===== src/rtl/ram_ref_engine_pkg.sv =====
// ----------------------------------------------------------------------------
// ram_ref_engine_pkg
// Shared definitions for the WarpSE RAM refresh responder:
//   - FSM state encoding (2-bit) for the CBR refresh sequencer
//   - counter widths (refresh phase counter, miss counter)
//   - default CBR timing in FCLK cycles
//   - small helpers for counter load values and saturating increment
// ----------------------------------------------------------------------------
package ram_ref_engine_pkg;

    localparam int REF_CNT_W  = 3;
    localparam int MISS_CNT_W = 4;

    localparam int TCSR_DEF = 1;
    localparam int TRAS_DEF = 4;
    localparam int TRP_DEF  = 2;

    typedef logic [1:0] ref_state_t;

    localparam ref_state_t ST_IDLE = 2'b00;
    localparam ref_state_t ST_CAS  = 2'b01;
    localparam ref_state_t ST_RAS  = 2'b10;
    localparam ref_state_t ST_PRE  = 2'b11;

    // Phase counter load value: a phase lasting N cycles counts N-1 down to 0.
    function automatic logic [REF_CNT_W-1:0] cnt_load(input int cycles);
        logic [31:0] v;
        v = 32'(cycles - 1);
        return v[REF_CNT_W-1:0];
    endfunction

    // Increment that sticks at all-ones instead of wrapping.
    function automatic logic [MISS_CNT_W-1:0] sat_inc(input logic [MISS_CNT_W-1:0] v);
        logic [MISS_CNT_W-1:0] r;
        if (v == {MISS_CNT_W{1'b1}}) begin
            r = v;
        end else begin
            r = v + {{(MISS_CNT_W-1){1'b0}}, 1'b1};
        end
        return r;
    endfunction

endpackage


===== src/rtl/ram_ref_engine_sync2.sv =====
// ----------------------------------------------------------------------------
// sync2
// Generic two-flop synchronizer for single-bit levels crossing into the
// destination clock domain. Both stages clear asynchronously.
// Ports:
//   clk_i  : destination clock
//   rst_ni : asynchronous active-low clear
//   d_i    : asynchronous input level
//   q_o    : synchronized level (two destination edges of latency)
// ----------------------------------------------------------------------------
module sync2 (
    input  logic clk_i,
    input  logic rst_ni,
    input  logic d_i,
    output logic q_o
);

    logic meta_q;
    logic sync_q;

    // Two-stage capture of the asynchronous level.
    always_ff @(posedge clk_i or negedge rst_ni) begin
        if (!rst_ni) begin
            meta_q <= 1'b0;
            sync_q <= 1'b0;
        end else begin
            meta_q <= d_i;
            sync_q <= meta_q;
        end
    end

    assign q_o = sync_q;

endmodule


===== src/rtl/ram_ref_engine.sv =====
// ----------------------------------------------------------------------------
// ram_ref_engine
// Refresh responder for the WarpSE RAM controller. Synchronizes the refresh
// request/urgency levels from the C16M domain and runs exactly one
// CAS-before-RAS refresh per request period: opportunistically while the FSB
// is idle, or forced at the next RAM access boundary once urgent.
// Ports:
//   FCLK      : FSB clock (sole clock)
//   nRES      : asynchronous active-low reset
//   RefReq    : refresh request level (C16M domain), rising edge = new period
//   RefUrgent : urgency level (C16M domain)
//   BACT      : FSB bus cycle active
//   RAMBusy   : RAM access in progress
//   RefHold   : blocks the RAM controller from starting a new access
//   RefBusy   : refresh sequence owns the RAM strobes
//   nRASref   : refresh RAS strobe, active-low
//   nCASref   : refresh CAS strobe, active-low (all lanes)
//   RefDone   : one-cycle pulse on the last precharge cycle
//   RefMiss   : sticky, set on the first missed refresh period
//   MissCnt   : saturating count of missed refresh periods
// ----------------------------------------------------------------------------
module ram_ref_engine
    import ram_ref_engine_pkg::*;
#(
    parameter int TCSR = TCSR_DEF,
    parameter int TRAS = TRAS_DEF,
    parameter int TRP  = TRP_DEF
) (
    input  logic                  FCLK,
    input  logic                  nRES,
    input  logic                  RefReq,
    input  logic                  RefUrgent,
    input  logic                  BACT,
    input  logic                  RAMBusy,
    output logic                  RefHold,
    output logic                  RefBusy,
    output logic                  nRASref,
    output logic                  nCASref,
    output logic                  RefDone,
    output logic                  RefMiss,
    output logic [MISS_CNT_W-1:0] MissCnt
);

    localparam logic [REF_CNT_W-1:0] TCSR_LD = cnt_load(TCSR);
    localparam logic [REF_CNT_W-1:0] TRAS_LD = cnt_load(TRAS);
    localparam logic [REF_CNT_W-1:0] TRP_LD  = cnt_load(TRP);
    localparam logic [REF_CNT_W-1:0] CNT_ONE = {{(REF_CNT_W-1){1'b0}}, 1'b1};

    logic req_s;
    logic urg_s;
    logic req_rise_s;
    logic start_s;
    logic overrun_s;

    logic                  req_dly_q;
    ref_state_t            state_q,   state_d;
    logic [REF_CNT_W-1:0]  cnt_q,     cnt_d;
    logic                  pending_q, pending_d;
    logic                  hold_q,    hold_d;
    logic                  busy_q,    busy_d;
    logic                  nras_q,    nras_d;
    logic                  ncas_q,    ncas_d;
    logic                  done_q,    done_d;
    logic                  miss_q,    miss_d;
    logic [MISS_CNT_W-1:0] miss_cnt_q, miss_cnt_d;

    sync2 u_sync_req (
        .clk_i  (FCLK),
        .rst_ni (nRES),
        .d_i    (RefReq),
        .q_o    (req_s)
    );

    sync2 u_sync_urg (
        .clk_i  (FCLK),
        .rst_ni (nRES),
        .d_i    (RefUrgent),
        .q_o    (urg_s)
    );

    assign req_rise_s = req_s & ~req_dly_q;

    // Once urgent, BACT no longer defers the refresh; RAMBusy always does so
    // an in-flight access is never corrupted.
    assign start_s   = (state_q == ST_IDLE) & pending_q & ~RAMBusy & (~BACT | urg_s);
    // A start in the same cycle consumes the old period, so the new rise is
    // simply the next owed refresh rather than a miss.
    assign overrun_s = req_rise_s & pending_q & ~start_s;

    // Sequencer next state and phase counter.
    always_comb begin
        state_d = state_q;
        cnt_d   = cnt_q;
        case (state_q)
            ST_IDLE: begin
                if (start_s) begin
                    state_d = ST_CAS;
                    cnt_d   = TCSR_LD;
                end else begin
                    state_d = ST_IDLE;
                    cnt_d   = cnt_q;
                end
            end
            ST_CAS: begin
                if (cnt_q == '0) begin
                    state_d = ST_RAS;
                    cnt_d   = TRAS_LD;
                end else begin
                    cnt_d   = cnt_q - CNT_ONE;
                end
            end
            ST_RAS: begin
                if (cnt_q == '0) begin
                    state_d = ST_PRE;
                    cnt_d   = TRP_LD;
                end else begin
                    cnt_d   = cnt_q - CNT_ONE;
                end
            end
            ST_PRE: begin
                if (cnt_q == '0) begin
                    state_d = ST_IDLE;
                    cnt_d   = '0;
                end else begin
                    cnt_d   = cnt_q - CNT_ONE;
                end
            end
            default: begin
                state_d = ST_IDLE;
                cnt_d   = '0;
            end
        endcase
    end

    // Pending period bookkeeping and miss accounting.
    always_comb begin
        pending_d  = pending_q;
        miss_d     = miss_q;
        miss_cnt_d = miss_cnt_q;
        if (req_rise_s) begin
            pending_d = 1'b1;
        end else if (start_s) begin
            pending_d = 1'b0;
        end else begin
            pending_d = pending_q;
        end
        if (overrun_s) begin
            miss_d     = 1'b1;
            miss_cnt_d = sat_inc(miss_cnt_q);
        end else begin
            miss_d     = miss_q;
            miss_cnt_d = miss_cnt_q;
        end
    end

    // Outputs are decoded from the next state so the registered strobes
    // change on the same edge the sequencer enters a phase.
    always_comb begin
        ncas_d = ~((state_d == ST_CAS) | (state_d == ST_RAS));
        nras_d = ~(state_d == ST_RAS);
        busy_d = (state_d != ST_IDLE);
        done_d = (state_d == ST_PRE) & (cnt_d == '0);
        // Uses the current Pending, so the hold persists one cycle into CAS.
        hold_d = pending_q & urg_s;
    end

    // State, bookkeeping and output registers.
    always_ff @(posedge FCLK or negedge nRES) begin
        if (!nRES) begin
            req_dly_q  <= 1'b0;
            state_q    <= ST_IDLE;
            cnt_q      <= '0;
            pending_q  <= 1'b0;
            hold_q     <= 1'b0;
            busy_q     <= 1'b0;
            nras_q     <= 1'b1;
            ncas_q     <= 1'b1;
            done_q     <= 1'b0;
            miss_q     <= 1'b0;
            miss_cnt_q <= '0;
        end else begin
            req_dly_q  <= req_s;
            state_q    <= state_d;
            cnt_q      <= cnt_d;
            pending_q  <= pending_d;
            hold_q     <= hold_d;
            busy_q     <= busy_d;
            nras_q     <= nras_d;
            ncas_q     <= ncas_d;
            done_q     <= done_d;
            miss_q     <= miss_d;
            miss_cnt_q <= miss_cnt_d;
        end
    end

    assign RefHold = hold_q;
    assign RefBusy = busy_q;
    assign nRASref = nras_q;
    assign nCASref = ncas_q;
    assign RefDone = done_q;
    assign RefMiss = miss_q;
    assign MissCnt = miss_cnt_q;

endmodule


===== config.mk =====
export PLATFORM = sky130hd
export DESIGN_NAME = ram_ref_engine
export DESIGN_NICKNAME = d
export VERILOG_FILES = /design/src/rtl/ram_ref_engine_pkg.sv /design/src/rtl/ram_ref_engine_sync2.sv /design/src/rtl/ram_ref_engine.sv
export SDC_FILE = /design/constraint.sdc
export NUM_CORES = 1
export LEC_CHECK = 0
export ABC_CLOCK_PERIOD_IN_PS = 1430
export CORE_AREA = 4 4 51 53
export DETAILED_ROUTE_END_ITERATION = 8
export DIE_AREA = 0 0 55 57
export GPL_TIMING_DRIVEN = 0
export PLACE_DENSITY = 0.65
export SYNTH_ARGS = -nofsm -noshare
export SYNTH_HDL_FRONTEND = slang
export SYNTH_SLANG_ARGS = --single-unit

===== constraint.sdc =====
create_clock -name FCLK -period 1.43 [get_ports FCLK]
set_input_delay 0.429 -clock FCLK [delete_from_list [all_inputs] [get_ports FCLK]]
set_output_delay 0.429 -clock FCLK [all_outputs]
set_load 0.05 [all_outputs]

== After elaboration in Yosys (flattened, before gate mapping) ==
Index checks and enable logic that the tools add are counted.
Operators by class
  add/sub/neg operators: 2
  eq/ne operators: 7
  muxes and demuxes: 12
  bitwise logic cells: 17
  reduce and logical (&&, ||, !) cells: 6
Operator list (count)
  $mux 3: 4
  $pmux 3 s4: 1
  $and 1x1->1: 8
  $eq 2x2->1 const B: 4
  $pmux 2 s4: 1
  $not 1->1: 7
  $logic_not 3->1: 2
  $mux 2: 3
  $add 4x1->4 const B: 1
  $eq 2x1->1 const B: 2
  $eq 4x4->1 const B: 1
  $reduce_bool 2->1: 2
  $mux 1: 3
  $sub 3x1->3 const B: 1
  $logic_not 2->1: 1
  $or 1x1->1: 2
  $reduce_and 2->1: 1
Storage, ports and cells
  bits in registers: 21
  logic and storage cells: 59

== Depth between registers and ports, before layout ==
Gate-level depths: netlist of run 1.
  depth after elaboration: 9
  mapped depth: 6

== Modules after synthesis ==
From an unflattened synthesis of run 1, not the netlist that was laid out.
Unflattened totals
  cell total of the unflattened synthesis: 68
  area, all modules: 880.8 um^2
Modules (own cells, without submodules)
  ram_ref_engine: instances 1, cells an instance 64, area an instance 780.7 um^2, sequential area each 427.9 um^2
  sync2: instances 2, cells an instance 2, area an instance 50.0 um^2, sequential area each 50.0 um^2

== Least setup slack after synthesis of run 1 ==
Ideal clock, no wire load.
  kind: register to register
  from: reg miss_cnt_q[0] (netlist: MissCnt[0])
  to: reg miss_cnt_q[1] (netlist: MissCnt[1])
  arrival time: 1607 ps
  required time: 1305 ps
  path slack: -302 ps
  cell stages (with the launch flop): 5
  period minus slack after synthesis: 1732 ps
  path through: dfrtp_1 > ha_1 > and3_1 > nor3_2 > mux2_4
Between the ends
  word-level cells in the longest chain between the ends: 3
  elaborated cells between the ends (all ways): 4
  those cells by class: add/sub (1); eq/ne (1); bitwise (1); reduce/logical (1)
RTL lines
  from (decl): RTL line ram_ref_engine.sv:65  | logic [MISS_CNT_W-1:0] miss_cnt_q, miss_cnt_d;
  from (signal assigned): RTL line ram_ref_engine.sv:192  | miss_cnt_q <= miss_cnt_d;
  branches (longest 3 deep; another with $add 4x1->4)
Several ways; the timed one is not identified.
A chain may end at the register's enable or synchronous reset.

== Worst setup path after layout of run 1 ==
  from: reg cnt_q[1]
  to: reg done_q (netlist: RefDone)
Between the ends
  word-level cells in the longest chain between the ends: 5
  elaborated cells between the ends (all ways): 14
  those cells by class: add/sub (1); eq/ne (1); mux (9); bitwise (1); reduce/logical (2)
RTL lines
  from (decl): RTL line ram_ref_engine.sv:57  | logic [REF_CNT_W-1:0] cnt_q, cnt_d;
  from (signal assigned): RTL line ram_ref_engine.sv:184  | cnt_q <= cnt_d;
  $logic_not 3->1 (*): RTL line ram_ref_engine.sv:105, ram_ref_engine.sv:113, ram_ref_engine.sv:121
  $mux 2 (on tied branches): RTL line ram_ref_engine.sv:121, ram_ref_engine.sv:105, ram_ref_engine.sv:113
  $pmux 2 s4 (*): RTL line ram_ref_engine.sv:94  | case (state_q)
  net state_d[1]: RTL line ram_ref_engine.sv:56  | ref_state_t state_q, state_d;
  $eq 2x2->1 (*): RTL line ram_ref_engine.sv:162  | done_d = (state_d == ST_PRE) & (cnt_d == '0);
  $and 1x1->1 (*): RTL line ram_ref_engine.sv:162
  net done_d: RTL line ram_ref_engine.sv:63  | logic done_q, done_d;
  to (signal assigned): RTL line ram_ref_engine.sv:190  | done_q <= done_d;
  to (decl): RTL line ram_ref_engine.sv:63
Mark *: on every way through the listed nets, which the timed path passes. The rest lies on a longest branch.

==> results of run 1 <==
synthesized netlist by cell type:
| cell | number |
|---|---|
| sky130_fd_sc_hd__a211oi_1 | 1 |
| sky130_fd_sc_hd__a21bo_2 | 2 |
| sky130_fd_sc_hd__a21oi_1 | 2 |
| sky130_fd_sc_hd__a31o_1 | 1 |
| sky130_fd_sc_hd__and2_1 | 2 |
| sky130_fd_sc_hd__and3_1 | 1 |
| sky130_fd_sc_hd__and4bb_1 | 1 |
| sky130_fd_sc_hd__dfrtp_1 | 19 |
| sky130_fd_sc_hd__dfstp_2 | 2 |
| sky130_fd_sc_hd__ha_1 | 4 |
| sky130_fd_sc_hd__inv_1 | 6 |
| sky130_fd_sc_hd__mux2_4 | 1 |
| sky130_fd_sc_hd__nand2_1 | 4 |
| sky130_fd_sc_hd__nand2b_1 | 2 |
| sky130_fd_sc_hd__nand3_1 | 2 |
| sky130_fd_sc_hd__nor2_1 | 2 |
| sky130_fd_sc_hd__nor2_2 | 1 |
| sky130_fd_sc_hd__nor2b_1 | 2 |
| sky130_fd_sc_hd__nor3_1 | 1 |
| sky130_fd_sc_hd__nor3_2 | 1 |
| sky130_fd_sc_hd__nor3b_1 | 1 |
| sky130_fd_sc_hd__nor4_1 | 2 |
| sky130_fd_sc_hd__nor4b_1 | 1 |
| sky130_fd_sc_hd__nor4b_2 | 1 |
| sky130_fd_sc_hd__o21bai_1 | 1 |
| sky130_fd_sc_hd__o311a_1 | 1 |
| sky130_fd_sc_hd__o41ai_4 | 1 |
| sky130_fd_sc_hd__or3_1 | 1 |
| sky130_fd_sc_hd__xnor2_1 | 1 |
| sky130_fd_sc_hd__xor2_1 | 3 |
power groups by stage:
stage	clock network (mW)	logic, mW	registers (mW)
final	0.280	1.93	1.02
after global routing	0.319	2.08	1.05
after CTS	0.292	1.68	1.03
after detailed placement	0	1.38	1.04
after global placement	0	1.36	1.04
after floorplan	0	0.606	1.42
final cells by class:
type	instances	area, µm²	area share
Sequential cell	21	534.3	0.4118
Clock inverter	1	5.005	0.003857
Clock buffer	3	22.52	0.01736
Tap cell	28	35.03	0.02700
Multi-Input combinational cell	43	449.2	0.3462
Inverter	6	22.52	0.01736
Timing Repair Buffer	27	229.0	0.1765
logic make-up (layout without fill, tap and decap cells):
group,Yosys count,in the layout,share of synthesized area
flops,21,21,0.5853
buf+inv,6,37,0.02496
mux,1,1,0.01664
compound gates,9,9,0.1013
simple gates,25,25,0.1775
fa+ha+maj,4,4,0.05548
xor+xnor,4,4,0.03884
worst max path at each step:
stage                       endpoint  slack [ps]     start
final                        RefDone        -160  cnt_q[1]
after global routing         RefDone        -220  cnt_q[1]
after CTS                    nCASref        -160  cnt_q[1]
after detailed placement  MissCnt[1]        -570      BACT
after global placement    MissCnt[1]        -540      BACT
after floorplan              nCASref        -130  cnt_q[1]
per-layer routing:
layer / vias to the layer above / track usage / wire length [µm]
li1: 306 / - / -
met1: 313 / 0.1508 / 746
met2: 12 / 0.1926 / 836
met3: 2 / 0.03916 / 53
met4: 0 / 0.04167 / 12
met5: - / 0 / 0
metrics by stage:
stage / worst slack [ps] / power, mW / setup TNS, ps / area, µm²
after detailed placement: -567.4 / 2.427 / -9604 / 1107
final: -159.4 / 3.231 / -463.7 / 1297
after global routing: -220.2 / 3.447 / -851.1 / 1297
after CTS: -157.1 / 3.005 / -490.9 / 1235
after global placement: -543.5 / 2.406 / -8735 / 1107
after floorplan: -127.8 / 2.031 / -476.5 / 922.1
timing repair:
item | 4_1_cts | 5_1_grt
setup endpoints to repair | 19 | 15
gates resized for setup | 73 | 12
pin swaps | 4 | 1
setup buffers | 9 | 3
worst max-delay path: stages, from the launching register on:
cell,delay [ps]
sky130_fd_sc_hd__dfrtp_1,400
sky130_fd_sc_hd__or3_4,420
sky130_fd_sc_hd__nor2_4,110
sky130_fd_sc_hd__xnor2_2,140
sky130_fd_sc_hd__inv_1,100
sky130_fd_sc_hd__ha_2,180
sky130_fd_sc_hd__nor4b_4,120
==> metrics.log, run 1 <==
[metrics] Tightest Pin Transition: 912.7 ps
[metrics] total inserted antenna cells: 0
[metrics] Sequential Power Share: 0.316
[metrics] kind of capture point of the worst setup path: register
[metrics] via density per instance: 4.907
[metrics] clock tree from TritonCTS: done
[metrics] arrival time reported for the critical path endpoint: 1780 ps
[metrics] post-synthesis sequential area ratio: 0.5853
[metrics] Min-Delay Startpoint: u_sync_urg.meta_q
[metrics] Pwr per Cell Area: 2490 nW/µm²
[metrics] launching point of the worst reg2reg path: cnt_q[1]
[metrics] startpoint type of the worst setup path: register
[metrics] number of different library cells in the post-synthesis netlist: 30
[metrics] remaining global-route overflow: 0
[metrics] unrepaired setup endpoints after global routing: yes
[metrics] setup slack, reg-to-reg: -160 ps
[metrics] path depth of the worst reg2reg path: 6
[metrics] run status: complete, but fails checks
[metrics] number of levels the H-tree was split into: 1
[metrics] share of layout cells above drive strength 1: 0.5446
[metrics] Cell Count Post-Placement: 113
[metrics] clock tree root buffer cell: sky130_fd_sc_hd__clkbuf_4
[metrics] Static Leak: 0.5860 nW
[metrics] worst-case clock skew: 3.664 ps
[metrics] final hold viol count: 0
[metrics] total routed wirelength: 1648 µm
[metrics] area of the die: 3135 µm²
[metrics] number of flip-flops under the largest register name: 4
[metrics] switching power as a share of total power: 0.4357
[metrics] endpoint of the worst register-to-register path: RefDone
[metrics] Die Height: 57 µm
[metrics] part of the cycle the worst path needs: 1.111
[metrics] peak fanout along the critical path: 3
[metrics] final setup violating endpoints: 5
[metrics] average wire per cell in the routed design: 12.78 µm
[metrics] count of hold buffers inserted by post-cts repair: 0
[metrics] Starting Density: 0.4199
[metrics] number of fill cells: 177
[metrics] fmax: 629.2 MHz
[metrics] post-synthesis cell area: 902.1 µm²
[metrics] number of max-cap violations: 0
[metrics] Min Hold Slack: 359.2 ps
[metrics] wire length of the first global-routing pass: 2760 µm
[metrics] cell accounting for the most synthesized area: sky130_fd_sc_hd__dfrtp_1
[metrics] fin crit period: 1589 ps
[metrics] smallest setup slack after layout: -159.4 ps
[metrics] Data required, critical path: 1620 ps
[metrics] global router's overall resource usage: 0.1206
[metrics] part of the power in combinational logic: 0.597
[metrics] floorplan row count: 17
[metrics] total CTS buffers: 3
[metrics] worst hold path stage count: 0
[metrics] internal power: 1.823 mW
[metrics] number of DRC violations after detailed-routing iteration 0: 6
[metrics] Clk network pwr share: 0.087
[metrics] IO Count: 16
[metrics] category of the critical setup timing path: register to register
[metrics] CTS sink count: 21
[metrics] largest cells by area after synthesis: sky130_fd_sc_hd__dfrtp_1 (53%), sky130_fd_sc_hd__dfstp_2 (5.8%), sky130_fd_sc_hd__ha_1 (5.5%)
[metrics] number of antenna violations at the first check in global routing: 0
[metrics] synthesized netlist net count: 80
[metrics] gpl congestion: 0.7394
[metrics] maximum root-to-sink buffer count: 2
[metrics] synthesized flop and latch total: 21
[metrics] Gate Count Post-Synth: 70
[metrics] post-layout instance count excluding filler cells: 129
[metrics] number of nets still failing antenna checks after routing: 0
[metrics] max-slew violation count: 0
[metrics] DRC Markers: 0
[metrics] total number of vias: 633
[metrics] Final HPWL DP: 1019 µm
[metrics] post-synthesis to final-layout area growth: 43.83%
[metrics] violated checks: negative setup slack
[metrics] number of warnings printed during yosys synthesis: 0
[metrics] number of global-route vias before repair: 662
[metrics] CTS clk-pin slew, worst paths: 120 ps
[metrics] share of the synthesized area in the top cell type: 0.5270
[metrics] maximum resistive drop on vdd: 0.001698 V
[metrics] relative slew slack: 0.3896
[metrics] average footprint of a synthesized cell: 12.89 µm²
[metrics] clk_lat worst skew: 300 ps
[metrics] switching power of the nets: 1.407 mW
[metrics] # nets final: 112
[metrics] hold-critical path endpoint: u_sync_urg.q_o
[metrics] number of port buffers: 15
[metrics] utilization after layout: 0.6040
[metrics] Initial DRT Pass Iterations: 3
[metrics] largest net degree at the start of global routing: 22
[metrics] chip width: 55 µm
[metrics] top library cells by usage in the layout, fill and taps aside: sky130_fd_sc_hd__dfrtp_1 (14), sky130_fd_sc_hd__buf_4 (14), sky130_fd_sc_hd__dfrtp_2 (5)
[metrics] core area: 2148 µm²
[metrics] kind of path behind the tightest hold check: register to register
(Power assumes the default switching activity.)
==> run 2, diff against run 1 <==
HOLD_SLACK_MARGIN = 0.15   (was not set)
==> results of run 2 <==
The final DEF is identical to that of run 1; final timing and power are the same.
==> RTL edit 1 (config.mk and constraints of run 2) <==
The package constant `MISS_CNT_W` goes from 4 to 5.
--- a/src/rtl/ram_ref_engine_pkg.sv
+++ b/src/rtl/ram_ref_engine_pkg.sv
@@ -10,5 +10,5 @@
 
     localparam int REF_CNT_W  = 3;
-    localparam int MISS_CNT_W = 4;
+    localparam int MISS_CNT_W = 5;
 
     localparam int TCSR_DEF = 1;
Interface: changed (resized MissCnt); port bits go from 16 to 17. No check against the original RTL was run, so the function may have changed too.
==> RTL edit 1 against run 2 <==
Design area rose by 12%; total power increased by 9.7%; highest routed layer is now met3; synthesized area rose by 7.6%; the run still ends with setup timing left; global-route usage grew 2.0 points; die area stayed put; wire length rose by 9.5%; sequential cell count up 1; core utilization grew 7.3 points; largest cell class unchanged; sequential share of layout area is 3.0 points lower; clock skew fell by 2.3 ps; count of clock-buffer cells in the layout grew 1; worst setup slack got worse by 200 ps.
==> RTL edit 1: results (changes against run 2) <==
TritonRoute pass-1 iters: 4 (was 3)
Lkg Pwr: 0.000651 uW (was 0.000586 uW)
Seq/Total Area, Yosys: 57.0% (was 58.5%)
Vias in the first global route: 713 (was 662)
Via count: 676 (was 633)
Failing checks: setup timing (unchanged)
Internal power: 2030 uW (was 1820 uW)
H-Tree Depth: 1 (unchanged)
Crit path launch: MissCnt[0]$_DFFE_PN0P_ (was cnt_q[1]$_DFF_PN0_)
Max stage delay on crit path: 440 ps (was 420 ps)
Clock Path Buffers: 2 (unchanged)
Run status: complete, but fails checks (unchanged)
DR iter-0 viols: 3 (was 6)
Post-synth top cells: 20 x dfrtp_1, 8 x inv_1, 7 x ha_1, 7 x nand2_1 (was 19 x dfrtp_1, 6 x inv_1, 4 x ha_1, 4 x nand2_1, 3 x xor2_1)
FFs w/ async S/R, synth: 100% (unchanged)
IO buf count: 16 (was 15)
Cts bufs inserted: 3 (unchanged)
Area contributors post-synth: dfrtp_1 52%, ha_1 9.0%, dfstp_2 5.4%, mux2_2 3.5%, inv_1 3.1% (was dfrtp_1 53%, dfstp_2 5.8%, ha_1 5.5%, o41ai_4 3.1%, xor2_1 2.9%)
RD Place Congestion: 0.754 (was 0.739)
Initial antenna violation count: 0 (unchanged)
Final HPWL DP: 1160 um (was 1020 um)
Routed len/inst: 13.0 um (was 12.8 um)
Proportion of layout cells with a drive suffix above 1: 55.0% (was 54.5%)
Met1 GRT Util: 18.2% (was 15.1%)
Worst Hold Class: input port to async pin (was flop to flop)
Reg2reg start: MissCnt[0]$_DFFE_PN0P_ (was cnt_q[1]$_DFF_PN0_)
GR Layer Usage met3: 7.05% (was 3.92%)
Max FFs per register: 5 (was 4)
Diodes inserted: 0 (unchanged)
Final setup viols: 13 (was 5)
Grt met2 use: 21.5% (was 19.3%)
Final setup margin: -355 ps (was -159 ps)
Worst IR Drop VDD: 1.64 mV (was 1.70 mV)
Yosys warnings: 0 (unchanged)
Slowest cell on crit path: dfrtp_2 (was or3_4)
Placement Setup Slack: -494 ps (was -567 ps)
CP arrival: 1980 ps (was 1780 ps)
Total track usage: 14.0% (was 12.1%)
First-pass GRT wire length: 3230 um (was 2760 um)
Post-Route Setup TNS: -2730 ps (was -464 ps)
Clock root buffer: clkbuf_4 (unchanged)
Syn_nets: 90 (was 80)
CP max FO: 5 (was 3)
Clk_skew: 1.34 ps (was 3.66 ps)
Nets: 125 (was 112)
Worst slew margin: 37.9% (was 39.0%)
Largest net degree at the start of global routing: 23 (was 22)
Placed Instance Area: 1240 um^2 (was 1110 um^2)
RTL edit 1: cell count changes after synthesis, moves of 2 or more:
cell,before,now
a21bo_2,2,0
inv_1,6,8
nor4_1,2,0
ha_1,4,7
mux2_2,0,3
nor2_1,2,0
nand2_1,4,7
o21ai_0,0,2
RTL edit 1: power by group through the flow:
stage | Sequential (uW) | Clock, uW | Combinational (uW)
final | 1070 | 275 | 2200
after global routing | 1100 | 326 | 2390
after CTS | 1060 | 291 | 1960
after detailed placement | 1070 | 0 | 1520
after global placement | 1070 | 0 | 1480
after floorplan | 1440 | 0 | 729
RTL edit 1: timing repair:
item	4_1_cts	5_1_grt
buffers inserted	10	7
pin swaps	6	3
resized for setup	78	14
setup endpoints to repair	22	21
hold endpoints to repair	0	0
RTL edit 1: final cells by class:
cell class / instances / area [um^2]
Inverter: 8 / 30.0
Multi-Input combinational cell: 47 / 532
Sequential cell: 22 / 556
Timing Repair Buffer: 30 / 275
Fill cell: 158 / 694
Clock buffer: 4 / 26.3
Tap cell: 28 / 35.0
RTL edit 1: final timing paths:
path / end / cells after the start
max: MissCnt[1]$_DFFE_PN0P_ / 6
min: u_sync_req.meta_q$_DFF_PN0_ / 1
max reg2reg: MissCnt[1]$_DFFE_PN0P_ / 6
min reg2reg: u_sync_req.q_o$_DFF_PN0_ / 0
max in group asynchronous: MissCnt[0]$_DFFE_PN0P_ / 1
min in group FCLK: u_sync_req.q_o$_DFF_PN0_ / 0
RTL edit 1: metal layers:
| layer | share of wire [%] | vias to the layer above |
|---|---|---|
| li1 | - | 323 |
| met1 | 44 | 338 |
| met2 | 48 | 15 |
| met3 | 7.9 | 0 |
| met4 | 0 | 0 |
| met5 | 0 | - |
RTL edit 1: cells by family (layout without fill, tap and decap cells):
logic type,after synthesis,in the layout,share of synthesized area [%]
AND/OR/NAND/NOR,22,22,14.4
flip-flops,22,22,57.0
XOR/XNOR,4,4,3.61
AO/OA/AOI/OAI,11,11,9.41
buffers and inverters,8,42,3.09
multiplexers,3,3,3.48
adder cells (fa/ha/maj),7,7,9.02
RTL edit 1: through the flow:
stage | hold slack, ps | cells
after floorplan | 133 | 77
after global placement | 334 | 121
after detailed placement | 345 | 121
after CTS | 371 | 135
after global routing | 321 | 139
final | 248 | 139
RTL edit 1: critical path: cells and delay by family, from the launching register on:
family	cells	cell delay (ps)
DFF	1	440
adders and majority gates	2	300
muxes	1	330
AOI/OAI and AO/OA	1	240
and+or+nand+nor	2	370
==> RTL edit 2 (flow settings as in run 2) <==
Without the edit above. Register the inputs `RefReq`, `RefUrgent`, `BACT` and `RAMBusy` before use. The logic sees them one clock later. Comments in the files are not updated.
--- a/src/rtl/ram_ref_engine.sv
+++ b/src/rtl/ram_ref_engine.sv
@@ -47,4 +47,16 @@
     localparam logic [REF_CNT_W-1:0] CNT_ONE = {{(REF_CNT_W-1){1'b0}}, 1'b1};
 
+    logic RefReq_q;
+    logic RefUrgent_q;
+    logic BACT_q;
+    logic RAMBusy_q;
+
+    always_ff @(posedge FCLK) begin
+        RefReq_q    <= RefReq;
+        RefUrgent_q <= RefUrgent;
+        BACT_q      <= BACT;
+        RAMBusy_q   <= RAMBusy;
+    end
+
     logic req_s;
     logic urg_s;
@@ -68,5 +80,5 @@
         .clk_i  (FCLK),
         .rst_ni (nRES),
-        .d_i    (RefReq),
+        .d_i    (RefReq_q),
         .q_o    (req_s)
     );
@@ -75,5 +87,5 @@
         .clk_i  (FCLK),
         .rst_ni (nRES),
-        .d_i    (RefUrgent),
+        .d_i    (RefUrgent_q),
         .q_o    (urg_s)
     );
@@ -83,5 +95,5 @@
     // Once urgent, BACT no longer defers the refresh; RAMBusy always does so
     // an in-flight access is never corrupted.
-    assign start_s   = (state_q == ST_IDLE) & pending_q & ~RAMBusy & (~BACT | urg_s);
+    assign start_s   = (state_q == ST_IDLE) & pending_q & ~RAMBusy_q & (~BACT_q | urg_s);
     // A start in the same cycle consumes the old period, so the new rise is
     // simply the next owed refresh rather than a miss.
Formal check against the unedited RTL: not equivalent (Yosys sat finds a counterexample within 10 cycles, from zero or initial values).
==> RTL edit 2 against run 2 <==
The flow still finishes with violations (setup timing); wire length up 6.7%; synthesized area up 8.9%; core utilization up 3.5 points; total power up 2.8%; largest cell class unchanged; sequential cell count up 4; worst setup slack worse by 8.5 ps; global-route usage up 0.83 points; design area up 5.8%.
==> RTL edit 2: results (changes against run 2) <==
Run status: complete, but fails checks (unchanged)
Failing checks: setup timing (unchanged)
Placed Instance Area: 1190 um^2 (was 1110 um^2)
Proportion of layout cells with a drive suffix above 1: 51.4% (was 54.5%)
Final HPWL DP: 1210 um (was 1020 um)
Worst slew margin: 40.2% (was 39.0%)
Clk_skew: 3.13 ps (was 3.66 ps)
Nets: 116 (was 112)
Post-synth top cells: 19 x dfrtp_1, 6 x inv_1, 4 x dfxtp_1, 4 x ha_1, 4 x nand2_1 (was 19 x dfrtp_1, 6 x inv_1, 4 x ha_1, 4 x nand2_1, 3 x xor2_1)
Placed Cells: 117 (was 113)
Vias in the first global route: 683 (was 662)
Routed len/inst: 13.2 um (was 12.8 um)
Cell variety after synth: 31 (was 30)
TritonRoute pass-1 iters: 4 (was 3)
Worst Hold Class: input port to async pin (was flop to flop)
Met1 GRT Util: 17.3% (was 15.1%)
FFs w/ async S/R, synth: 84.0% (was 100%)
XOR/XNOR share of the synthesized area: 3.57% (was 3.88%)
RD Place Congestion: 0.676 (was 0.739)
First-pass GRT wire length: 2950 um (was 2760 um)
Final setup margin: -168 ps (was -159 ps)
DR iter-0 viols: 18 (was 6)
Area contributors post-synth: dfrtp_1 48%, dfxtp_1 8.2%, dfstp_2 5.4%, ha_1 5.1%, o41ai_4 2.8% (was dfrtp_1 53%, dfstp_2 5.8%, ha_1 5.5%, o41ai_4 3.1%, xor2_1 2.9%)
Final setup viols: 6 (was 5)
Met3 WL: 32 um (was 53 um)
Syn_area_per_cell: 13.3 um^2 (was 12.9 um^2)
Seq/Total Area, Yosys: 61.9% (was 58.5%)
Placement Setup Slack: -286 ps (was -567 ps)
Total track usage: 12.9% (was 12.1%)
==> RTL edit 2: critical path: stages, from the launching register on <==
cell and delay (ps):
dfrtp_1 400, or3_4 410, nor2_2 130, xnor2_2 150, inv_1 90, buf_4 150
ha_1 170, inv_1 50
==> RTL edit 2: final timing paths <==
check                               startpoint                           to  slack, ps  cells past startpoint
setup / recovery            cnt_q[1]$_DFF_PN0_            nRASref$_DFF_PN1_       -170                      7
max in group asynchronous                 nRES           cnt_q[0]$_DFF_PN0_        600                      1
setup reg to reg            cnt_q[1]$_DFF_PN0_            nRASref$_DFF_PN1_       -170                      7
hold reg to reg            RefUrgent_q$_DFF_P_  u_sync_urg.meta_q$_DFF_PN0_        340                      0
min in group FCLK          RefUrgent_q$_DFF_P_  u_sync_urg.meta_q$_DFF_PN0_        340                      0
hold / removal                            nRES       MissCnt[3]$_DFFE_PN0P_        230                      1
==> RTL edit 2: power by group <==
group	switching [uW]	total, uW	internal, uW
Combinational	1020	1880	866
Clock	184	293	109
Sequential	202	1150	943
Total	1400	3320	1920
==> RTL edit 2: metrics by stage <==
stage                     util (%)  hold WS [ps]  total power (uW)
after floorplan                  -           133              2140
after global placement        55.3           320              2520
after detailed placement      55.3           320              2580
after CTS                     62.0           337              3210
after global routing          63.9           295              3540
final                         63.9           231              3320
==> RTL edit 2: layout make-up <==
| cell class | count | area [um^2] |
|---|---|---|
| well taps | 28 | 35.0 |
| inverters | 6 | 22.5 |
| clock buffers | 4 | 26.3 |
| fillers | 166 | 776 |
| multi-input cells | 43 | 440 |
| repair buffers | 27 | 234 |
| flip-flops and latches | 25 | 614 |
==> RTL edit 2: timing repair <==
action | in CTS | in global routing
setup buffers | 12 | 0
endpoints found under the hold margin | 0 | 0
setup endpoints to repair | 18 | 18
gates resized for setup | 71 | 12
pin swaps | 5 | 3
